**src/rtl/disparity_argmin_if.sv**
```systemverilog
// disparity_argmin_if: cost stream in, per-pixel disparity result out
//   restart_in      abort current search (sync)
//   cost_in         SSD cost, COST_WIDTH bits
//   cost_valid_in   cost_in valid this cycle
//   valid_out       one-cycle result strobe
//   disparity_out   argmin index
//   min_cost_out    best cost
//   second_cost_out runner-up cost
//   confident_out   best leads runner-up by more than MARGIN
interface disparity_argmin_if #(
    parameter int MAX_DISP   = 64,
    parameter int COST_WIDTH = 20
);
    localparam int DW = (MAX_DISP > 1) ? $clog2(MAX_DISP) : 1;
    logic                  restart_in;
    logic [COST_WIDTH-1:0] cost_in;
    logic                  cost_valid_in;
    logic                  valid_out;
    logic [DW-1:0]         disparity_out;
    logic [COST_WIDTH-1:0] min_cost_out;
    logic [COST_WIDTH-1:0] second_cost_out;
    logic                  confident_out;
    modport master (
        output restart_in, cost_in, cost_valid_in,
        input  valid_out, disparity_out, min_cost_out, second_cost_out, confident_out
    );
    modport slave (
        input  restart_in, cost_in, cost_valid_in,
        output valid_out, disparity_out, min_cost_out, second_cost_out, confident_out
    );
endinterface

```
**src/rtl/disparity_argmin.sv**
```systemverilog
// disparity_argmin: streaming argmin over MAX_DISP costs per pixel with runner-up and confidence
//   clk_in  clock (rising edge)
//   rst_in  asynchronous active-high reset
//   bus     disparity_argmin_if.slave (cost stream in, registered result out)
module disparity_argmin #(
    parameter int MAX_DISP   = 64,
    parameter int COST_WIDTH = 20,
    parameter int MARGIN     = 1000
) (
    input logic               clk_in,
    input logic               rst_in,
    disparity_argmin_if.slave bus
);
    localparam int DW = (MAX_DISP > 1) ? $clog2(MAX_DISP) : 1;
    localparam logic [COST_WIDTH-1:0] ONES = '1;
    typedef enum logic {IDLE, SEARCH} state_t;
    state_t                state, state_next;
    logic [DW-1:0]         idx, idx_next, best_idx, best_idx_next, cur_idx;
    logic [COST_WIDTH-1:0] best, best_next, second, second_next, cur_best, cur_second;
    logic                  fresh, last, confident;
    logic [COST_WIDTH:0]   gap;
    // A fresh search (IDLE or restart) sees initial running values, so index 0
    // of the next pixel can arrive in the same cycle the previous result strobes.
    always_comb begin
        fresh         = state == IDLE || bus.restart_in;
        cur_idx       = fresh ? '0 : idx;
        cur_best      = fresh ? ONES : best;
        cur_second    = fresh ? ONES : second;
        last          = bus.cost_valid_in && cur_idx == DW'(MAX_DISP - 1);
        best_next     = cur_best;
        best_idx_next = fresh ? '0 : best_idx;
        second_next   = cur_second;
        idx_next      = cur_idx;
        state_next    = fresh ? IDLE : state;
        if (bus.cost_valid_in) begin
            idx_next   = last ? '0 : cur_idx + 1'b1;
            state_next = last ? IDLE : SEARCH;
            if (bus.cost_in < cur_best) begin
                best_next     = bus.cost_in;
                best_idx_next = cur_idx;
                second_next   = cur_best;
            end else if (bus.cost_in < cur_second) begin
                second_next = bus.cost_in;
            end
        end
        gap       = {1'b0, second_next} - {1'b0, best_next};
        confident = (MAX_DISP == 1) || gap > (COST_WIDTH + 1)'(MARGIN);
    end
    always_ff @(posedge clk_in or posedge rst_in) begin
        if (rst_in) begin
            state    <= IDLE;
            idx      <= '0;
            best     <= ONES;
            best_idx <= '0;
            second   <= ONES;
        end else begin
            state    <= state_next;
            idx      <= idx_next;
            best     <= best_next;
            best_idx <= best_idx_next;
            second   <= second_next;
        end
    end
    always_ff @(posedge clk_in or posedge rst_in) begin
        if (rst_in) begin
            bus.valid_out       <= 1'b0;
            bus.disparity_out   <= '0;
            bus.min_cost_out    <= '0;
            bus.second_cost_out <= '0;
            bus.confident_out   <= 1'b0;
        end else begin
            bus.valid_out <= last;
            if (last) begin
                bus.disparity_out   <= best_idx_next;
                bus.min_cost_out    <= best_next;
                bus.second_cost_out <= second_next;
                bus.confident_out   <= confident;
            end
        end
    end
endmodule

```
**src/flat_wrapper.sv**
```systemverilog
// flat-port wrapper written by rule: the top's interface ports become plain ports
module disparity_argmin_flat 
#(
    parameter int MAX_DISP   = 64,
    parameter int COST_WIDTH = 20,
    parameter int MARGIN     = 1000
)
  (clk_in, rst_in, bus_restart_in, bus_cost_in, bus_cost_valid_in, bus_valid_out, bus_disparity_out, bus_min_cost_out, bus_second_cost_out, bus_confident_out);
  disparity_argmin_if #(.MAX_DISP(MAX_DISP), .COST_WIDTH(COST_WIDTH)) bus_i ();
  input logic clk_in;
  input logic rst_in;
  input wire logic [$bits(bus_i.restart_in)-1:0] bus_restart_in;
  input wire logic [$bits(bus_i.cost_in)-1:0] bus_cost_in;
  input wire logic [$bits(bus_i.cost_valid_in)-1:0] bus_cost_valid_in;
  output wire logic [$bits(bus_i.valid_out)-1:0] bus_valid_out;
  output wire logic [$bits(bus_i.disparity_out)-1:0] bus_disparity_out;
  output wire logic [$bits(bus_i.min_cost_out)-1:0] bus_min_cost_out;
  output wire logic [$bits(bus_i.second_cost_out)-1:0] bus_second_cost_out;
  output wire logic [$bits(bus_i.confident_out)-1:0] bus_confident_out;
  assign bus_i.restart_in = bus_restart_in;
  assign bus_i.cost_in = bus_cost_in;
  assign bus_i.cost_valid_in = bus_cost_valid_in;
  assign bus_valid_out = bus_i.valid_out;
  assign bus_disparity_out = bus_i.disparity_out;
  assign bus_min_cost_out = bus_i.min_cost_out;
  assign bus_second_cost_out = bus_i.second_cost_out;
  assign bus_confident_out = bus_i.confident_out;
  disparity_argmin #(.MAX_DISP(MAX_DISP), .COST_WIDTH(COST_WIDTH), .MARGIN(MARGIN)) u_core (.clk_in(clk_in), .rst_in(rst_in), .bus(bus_i));
endmodule
```
**config.mk**
```make
export PLATFORM = sky130hd
export DESIGN_NAME = disparity_argmin_flat
export DESIGN_NICKNAME = d
export VERILOG_FILES = /design/src/rtl/disparity_argmin_if.sv /design/src/rtl/disparity_argmin.sv /design/src/flat_wrapper.sv
export SDC_FILE = /design/constraint.sdc
export NUM_CORES = 1
export LEC_CHECK = 0
export BUFFER_PORTS_ARGS = -buffer_cell sky130_fd_sc_hd__buf_2
export CAP_MARGIN = 20
export CELL_PAD_IN_SITES_DETAIL_PLACEMENT = 1
export CELL_PAD_IN_SITES_GLOBAL_PLACEMENT = 2
export CORE_UTILIZATION = 33
export DETAILED_ROUTE_END_ITERATION = 12
export PLACE_DENSITY = 0.83
export SETUP_SLACK_MARGIN = 0.05
export SYNTH_ARGS = -nofsm -noshare
export SYNTH_HDL_FRONTEND = slang
export SYNTH_SLANG_ARGS = --single-unit
export TNS_END_PERCENT = 20
```
**constraint.sdc**
```tcl
create_clock -name clk_in -period 5.8 [get_ports clk_in]
set_input_delay 1.16 -clock clk_in [delete_from_list [all_inputs] [get_ports clk_in]]
set_output_delay 1.16 -clock clk_in [all_outputs]
set_load 0.03 [all_outputs]
```
==> Word-level counts from Yosys, hierarchy flattened <==
Index checks and enable logic that the tools add are counted.
Widths: inputs -> output; s select.
{ "word_totals": {"in_bits": 24, "reg_bits": 101} }
{ "op_classes": {"eq_ne": 1, "reduce_logical": 3, "n_mux": 16, "magnitude_cmp": 3, "bitwise_logic": 1, "addsub": 2} }
{ "ops": {"columns": ["op", "count"], "rows": [
  ["$mux 20", 7],
  ["$lt 20x20->1", 2],
  ["$mux 6", 6],
  ["$gt 21x10->1 const B", 1],
  ["$sub 20x20->21", 1],
  ["$add 6x1->6 const B", 1],
  ["$eq 6x6->1 const B", 1],
  ["$mux 1", 3],
  ["$reduce_bool 2->1", 1],
  ["$logic_and 1x1->1", 1],
  ["$logic_or 1x1->1", 1],
  ["$not 1->1", 1]
]} }

==> Depth between registers and ports, before layout <==
Gate-level depths: netlist (run 1).
{ "depth": {"word_depth": 9, "depth_mapped": 30} }

==> Least setup slack after synthesis (run 1) <==
Ideal clock, no wire load.
{ "synth_path": {"kind": "input to register", "startpoint": "input bus_restart_in", "endpoint": "register u_core.bus.confident_out", "t_arrival_ns": 6.419, "t_required_ns": 5.676, "path_stages": 28, "n_path_buf": 3, "slack_ns": -0.743, "setup_time_ns": 0.124, "path_cell_list": "nand2b_1 clkbuf_1 clkbuf_1 nor2_1 ha_1 a2111o_1 a21oi_1 o221ai_1 nand3_1 nand2_1 a21oi_1 clkbuf_1 nor2_1 a21oi_1 ha_1 inv_1 fa_1 a21oi_1 a21o_1 a41oi_1 o311ai_1 o21ai_0 and3_1 o311a_4 o21ai_2 a21oi_2 mux2i_1 o31a_1"} }
{ "synth_between": {"elab_chain_cells": 8, "word_cells_on_any_way": 15, "cone_classes": "add/sub: 1; order compare: 3; eq/ne: 1; mux: 8; reduce/logical: 2"} }
{ "synth_lines": {"columns": ["element", "line", "source"], "rows": [
  ["from (decl)", "flat_wrapper.sv:12", "input wire logic [$bits(bus_i.restart_in)-1:0] bus_restart_in;"],
  ["$logic_or 1x1->1 (*)", "disparity_argmin.sv:25", "fresh = state == IDLE || bus.restart_in;"],
  ["$mux 20", "disparity_argmin.sv:28", "cur_second = fresh ? ONES : second;"],
  ["$lt 20x20->1", "disparity_argmin.sv:42", "end else if (bus.cost_in < cur_second) begin"],
  ["$mux 20", "disparity_argmin.sv:42", null],
  ["$mux 20", "disparity_argmin.sv:38", "if (bus.cost_in < cur_best) begin"],
  ["$mux 20", "disparity_argmin.sv:35", "if (bus.cost_valid_in) begin"],
  ["$sub 20x20->21", "disparity_argmin.sv:46", "gap = {1'b0, second_next} - {1'b0, best_next};"],
  ["$gt 21x10->1", "disparity_argmin.sv:47", "confident = (MAX_DISP == 1) || gap > (COST_WIDTH + 1)'(MARGIN);"],
  ["to (signal assigned)", "disparity_argmin.sv:77", "bus.confident_out <= confident;"],
  ["to (decl)", "disparity_argmin_if.sv:29", "output valid_out, disparity_out, min_cost_out, second_cost_out, confident_out"]
]} }
Mark *: on every way between the ends. The rest lies on a longest branch, timed or not.
A chain may end at the register's enable or synchronous reset.

==> Worst setup path after layout (run 1) <==
Ends and elaborated chain as after synthesis.

==> impl_metrics.tcl, run 1 <==
set metrics [dict create \
    numCtsBuffers 9 \
    wl_um 22400 \
    slew_headroom 0.413 \
    drv_cap 0 \
    core_area_um2 19000 \
    antenna_found_initial 0 \
    synth_top_area_share 0.236 \
    grt_usage 0.228 \
    synth_largest_area_cell "dfrtp_1" \
    grt_setup_unrepaired "true" \
    start_util 0.342 \
    io_pins 72 \
    grt_pass1_vias 6433 \
    crit_fanout 5 \
    die_x_um 142 \
    numClockSinks 101 \
    clk_latency_ns 0.36 \
    viasPerCell 5.12 \
    yosys_most_used_dff "dfrtp_1" \
    utilization 0.471 \
    yosysUniqueCellTypes 75 \
    drc 0 \
    fillers 2245 \
    dr.pass1.iters 4 \
    post-place-cells 1176 \
    synth.cell_area_um2 6470 \
    synth_top_cells_by_count "nand2_1, o21ai_0, nor2_1" \
    cp-start-kind "input pin" \
    worst_slack_ns -0.0330 \
    synth_edf_count 0 \
    path_clk_slew_ns 0.07 \
    final_area_um2 8930 \
    hold_class "reg2reg" \
    netlist_instances 738 \
    clockBufferDepth 2 \
    syn_area_per_cell_um2 8.77 \
    gp_congestion 0.874 \
    drt_iter0_drc 278 \
    timing.final.crit_share 1.01 \
    num_vias 6196 \
    die_h_um 142 \
    finalNonFillerCells 1211 \
    yosysSeqAreaShare 0.398 \
    hold_buffers 0 \
    fin_skew_ns 0.00808 \
    h-tree-depth 3 \
    synth_area_leaders "dfrtp_1, dfstp_2, ha_1" \
    grt_overflow_total 0 \
    ant_nets 0 \
    diodes 0 \
    arrival_ns 6.08 \
    p_leak_nw 4.39 \
    hpwl_um 16700 \
    hold_violations 0 \
    tritoncts "built" \
    syn2layout_area_growth_pct 37.9 \
    ys_ff_latch 101 \
    fmax_mhz 171 \
    cp_slowest_cell "fa_2" \
    place_area_um2 8170 \
    worst_setup_path_end_kind "flip-flop" \
    synth_nets 818 \
    port_buffers 71 \
    grt_start_max_net_pins 71 \
    violations "negative setup slack" \
    yosysWarnings 0 \
    crit_type "in2reg" \
    cts_root_buf "clkbuf_16" \
    path_delay_family "compound AO/OA/AOI/OAI gates" \
    synth.most_common_cell "nand2_1" \
    drive_gt1_frac 0.392 \
    critical_path_buf_inv_count 5 \
    setup_viol 1 \
    grt_pass1_wl_um 35100 \
    worstMarginPinSlew_ns 0.880 \
    fin_nets 1026 \
    die_area_um2 20200 \
    max_stage_delay_ns 0.37 \
    finalCriticalPeriod_ns 5.83 \
    cp.required_ns 6.05 \
    setup-tns-final_ns -0.0330 \
    rows 50 \
    slew_viol_final 0 \
    async_reset_ff_frac 1.00 \
    peakVddDrop_uv 157 \
    drt-wirelength-per-cell_um 18.5 \
    status "complete, but fails checks" \
    p_per_area_nw_per_um2 239 \
]
## stage by stage
| step | hold WS [ns] | total power [mW] | setup WS [ns] |
|---|---|---|---|
| 6_report | 0.474 | 2.13 | -0.0330 |
| 5_1_grt | 0.500 | 2.24 | -0.266 |
| 4_1_cts | 0.483 | 2.11 | 0.0593 |
| 3_5_place_dp | 0.460 | 1.40 | -0.545 |
| 3_3_place_gp | 0.458 | 1.38 | -0.364 |
| 2_1_floorplan | 0.495 | 1.13 | -0.0203 |
## flip-flops by register name, indices dropped and copies added, names as in the netlist
signal and cells:
u_core.bus.disparity_out 6, u_core.second 20, u_core.best_idx 6, u_core.best 20, u_core.bus.second_cost_out 20, u_core.bus.valid_out 1, u_core.bus.confident_out 1, u_core.state 1
u_core.bus.min_cost_out 20, u_core.idx 6
## layout by cell type (no fill, tap or decap), types with 12 or more instances in the layout
cell type	n
a21oi_1	28
o21ai_0	71
xnor2_1	12
buf_4	153
nor2_1	55
ha_1	48
inv_1	57
dfrtp_1	61
nand2_1	109
mux2_2	16
nand2b_1	12
dfstp_2	40
o22ai_1	18
buf_2	71
## final timing paths
| path | start | endpoint | slack [ns] | depth (start not counted) |
|---|---|---|---|---|
| worst max-delay path | bus_restart_in | u_core.bus.confident_out$_DFFE_PP0P_ | -0.03 | 28 |
| worst min-delay path | u_core.bus.min_cost_out[17]$_DFFE_PP0P_ | u_core.bus.min_cost_out[17]$_DFFE_PP0P_ | 0.47 | 2 |
| worst min register to register | u_core.bus.min_cost_out[17]$_DFFE_PP0P_ | u_core.bus.min_cost_out[17]$_DFFE_PP0P_ | 0.47 | 2 |
| worst max register to register | u_core.state$_DFFE_PP0P_ | u_core.bus.confident_out$_DFFE_PP0P_ | 0.38 | 27 |
| max in group asynchronous | rst_in | u_core.best[1]$_DFF_PP1_ | 3.86 | 3 |
| min in group asynchronous | rst_in | u_core.bus.min_cost_out[15]$_DFFE_PP0P_ | 0.98 | 2 |
## routing by layer
metal,track usage,part of all wire,vias up
met4,0.0577,0.018,0
met2,0.384,0.49,123
met1,0.305,0.46,3059
met3,0.0320,0.037,28
met5,0,0,-
li1,-,-,2986
## repair_timing
action / 4_1_cts / 5_1_grt
gates resized for setup: 11 / 44
cloned: 2 / 0
setup buffers: 8 / 10
setup endpoints to repair: 1 / 1
pin swaps: 8 / 18
## tightest hold or removal path: cells and delay by family (launching register included)
family | cells | cell delay (ns)
AO/OA/AOI/OAI | 1 | 0.06
flip-flops | 1 | 0.34
AND/OR/NAND/NOR | 1 | 0.05
## cell families (layout without fill, tap and decap cells)
| family | Yosys count | in the layout | share of synthesized area |
|---|---|---|---|
| flip-flops | 101 | 101 | 0.398 |
| AND/OR/NAND/NOR | 248 | 249 | 0.173 |
| AO/OA/AOI/OAI | 198 | 198 | 0.196 |
| multiplexers | 25 | 25 | 0.0431 |
| adder cells (fa/ha/maj) | 57 | 57 | 0.111 |
| buffers and inverters | 93 | 305 | 0.0570 |
| XOR/XNOR | 16 | 16 | 0.0216 |
## final cells by class
class	instances	area [um^2]	share of cell area
Multi-Input combinational cell	545	3860	0.433
Sequential cell	101	2580	0.289
Timing Repair Buffer	230	1610	0.180
Tap cell	260	325	0.0364
Clock buffer	9	225	0.0252
Inverter	59	224	0.0251
Clock inverter	7	106	0.0119
## where the power goes
part	switching (mW)	total (mW)	internal, mW	leakage, nW
Clock	0.295	0.681	0.386	0.156
Combinational	0.370	0.685	0.314	2.97
Sequential	0.0170	0.767	0.750	1.27
Total	0.682	2.13	1.45	4.39
No activity file was read; power rests on OpenSTA's default activity.
==> run 2, diff against run 1 <==
Settings changed: RECOVER_POWER from default to 100.
==> run 2 against run 1 <==
The flow finishes with violations (max-capacitance violations, max-slew violations, negative setup slack). Register-to-register slack hardly changed. First-iteration DRC count is 13% higher. Setup slack worse by 0.013 ns. Hold slack better by 0.0060 ns. Clock skew hardly changed. Final cell count stayed put. Clock power hardly changed. Combinational power hardly changed. Sequential cell count stayed put. Fmax is 0.22% lower. Count of clock-buffer cells in the layout stayed put. Critical endpoint unchanged. Largest cell class unchanged. Largest power group unchanged.
==> impl_metrics.tcl, run 2 (synthesized netlist as in run 1, its figures left out) <==
set metrics [dict create \
    status "complete, but fails checks" \
    violations "max-capacitance violations, max-slew violations, negative setup slack" \
    drv_cap 2 \
    drive_gt1_frac 0.340 \
    fmax_mhz 171 \
    final_common_cell "buf_4" \
    tritoncts "built" \
    p_per_area_nw_per_um2 241 \
    cts_root_buf "clkbuf_16" \
    hpwl_um 16700 \
    numCtsBuffers 9 \
    slew_viol_final 104 \
    fillers 2266 \
    fin_nets 1026 \
    multi_input_comb_area_um2 3860 \
    num_vias 6193 \
    post-place-cells 1176 \
    diodes 0 \
    p_leak_nw 4.17 \
    wl_um 22400 \
    crit_type "in2reg" \
    drt-wirelength-per-cell_um 18.5 \
    path_clk_slew_ns 0.07 \
    port_buffers 71 \
    die_x_um 142 \
    drc 0 \
    grt_pass1_vias 6433 \
    die_area_um2 20200 \
    final_cell_mix "buf_4, nand2_1, o21ai_0" \
    die_h_um 142 \
    clk_latency_ns 0.36 \
    syn2layout_area_growth_pct 36.9 \
    numClockSinks 101 \
    cp.required_ns 6.05 \
    grt_start_max_net_pins 71 \
    slew_headroom -1.05 \
    hold_buffers 0 \
    rows 50 \
    gp_congestion 0.874 \
    hold_class "reg2reg" \
    worstMarginPinSlew_ns 3.07 \
    finalCriticalPeriod_ns 5.85 \
    grt_pass1_wl_um 35100 \
    worst_setup_path_end_kind "flip-flop" \
    h-tree-depth 3 \
    ant_nets 0 \
    peakVddDrop_uv 157 \
    dr.pass1.iters 4 \
    cp-start-kind "input pin" \
    grt_setup_unrepaired "true" \
    final-seq-area_um2 2580 \
    setup_viol 1 \
    start_util 0.342 \
    finalNonFillerCells 1211 \
    dpl_worst_slack_ns -0.545 \
    fin_skew_ns 0.00848 \
    drt_iter0_drc 315 \
    fin_hold_ws_ns 0.480 \
    timing.final.crit_share 1.01 \
    hold_violations 0 \
    arrival_ns 6.09 \
    core_area_um2 19000 \
    io_pins 72 \
    clockBufferDepth 2 \
    grt_overflow_total 0 \
    grt_usage 0.228 \
    antenna_found_initial 0 \
    worst_slack_ns -0.0457 \
    crit_fanout 5 \
    viasPerCell 5.11 \
]
[run 2: changes by cell type in the layout (fill, tap and decap cells not counted), sizes merged]
| cell | change |
|---|---|
| buf | -50 |
| clkbuf | +50 |
| clkinvlp | +1 |
| inv | -1 |
[run 2: metrics by stage]
stage / area (um^2) / power, mW / setup TNS, ns / util
after floorplan: 6610 / 1.13 / -0.0203 / -
after global placement: 8170 / 1.38 / -0.364 / 0.431
after detailed placement: 8170 / 1.40 / -0.545 / 0.431
after CTS: 8650 / 2.11 / 0 / 0.456
after global routing: 8860 / 2.24 / -0.266 / 0.467
final: 8860 / 2.13 / -0.0457 / 0.467
[run 2: power by group]
group | total [mW] | switching (mW) | internal (mW)
logic | 0.684 | 0.371 | 0.314
clock network | 0.681 | 0.294 | 0.386
registers | 0.767 | 0.0170 | 0.750
total | 2.13 | 0.682 | 1.45
[run 2: per-layer routing]
metal | global-route usage | routed length, um
met1 | 0.305 | 10400
met2 | 0.384 | 10900
met3 | 0.0320 | 702
met4 | 0.0577 | 408
met5 | 0 | 0
[run 2: worst max-delay path: stages]
cell and delay, ns:
buf_2 0.13, nand2b_4 0.21, buf_12 0.18, nor2_1 0.22, ha_1 0.22, nand4_1 0.15, nor4_1 0.30, buf_4 0.18
o211ai_1 0.13, nand4_1 0.17, buf_4 0.13, a21o_4 0.12, o22ai_2 0.09, a21oi_2 0.17, ha_1 0.16, inv_1 0.06
fa_2 0.37, a21oi_4 0.21, a21o_1 0.15, a41oi_1 0.13, o311ai_1 0.10, o21ai_1 0.18, and3_4 0.21, o311a_4 0.31
o21ai_2 0.15, a21oi_2 0.07, mux2i_1 0.12, o31a_1 0.30
[run 2: timing repair]
action / in CTS / in global routing
cloned: 2 / 0
pin swaps: 8 / 18
buffers inserted: 8 / 10
resized for setup: 11 / 44
setup endpoints to repair: 1 / 1
[run 2: path summary, 6_finish.rpt]
check                                                   startpoint                                 endpoint  slack [ns]  cells after the start
max in group asynchronous                                   rst_in                 u_core.state$_DFFE_PP0P_        1.59                      3
max reg2reg                               u_core.state$_DFFE_PP0P_     u_core.bus.confident_out$_DFFE_PP0P_        0.37                     27
min                        u_core.bus.min_cost_out[17]$_DFFE_PP0P_  u_core.bus.min_cost_out[17]$_DFFE_PP0P_        0.48                      2
min reg2reg                u_core.bus.min_cost_out[17]$_DFFE_PP0P_  u_core.bus.min_cost_out[17]$_DFFE_PP0P_        0.48                      2
min in group asynchronous                                   rst_in  u_core.bus.min_cost_out[15]$_DFFE_PP0P_        1.69                      2
max                                                 bus_restart_in     u_core.bus.confident_out$_DFFE_PP0P_       -0.05                     28
[run 2: area by class of cell]
type / count / area share
Clock buffer: 9 / 0.0254
Clock inverter: 7 / 0.0120
Inverter: 59 / 0.0251
Multi-Input combinational cell: 545 / 0.436
Sequential cell: 101 / 0.291
Tap cell: 260 / 0.0367
Timing Repair Buffer: 230 / 0.174
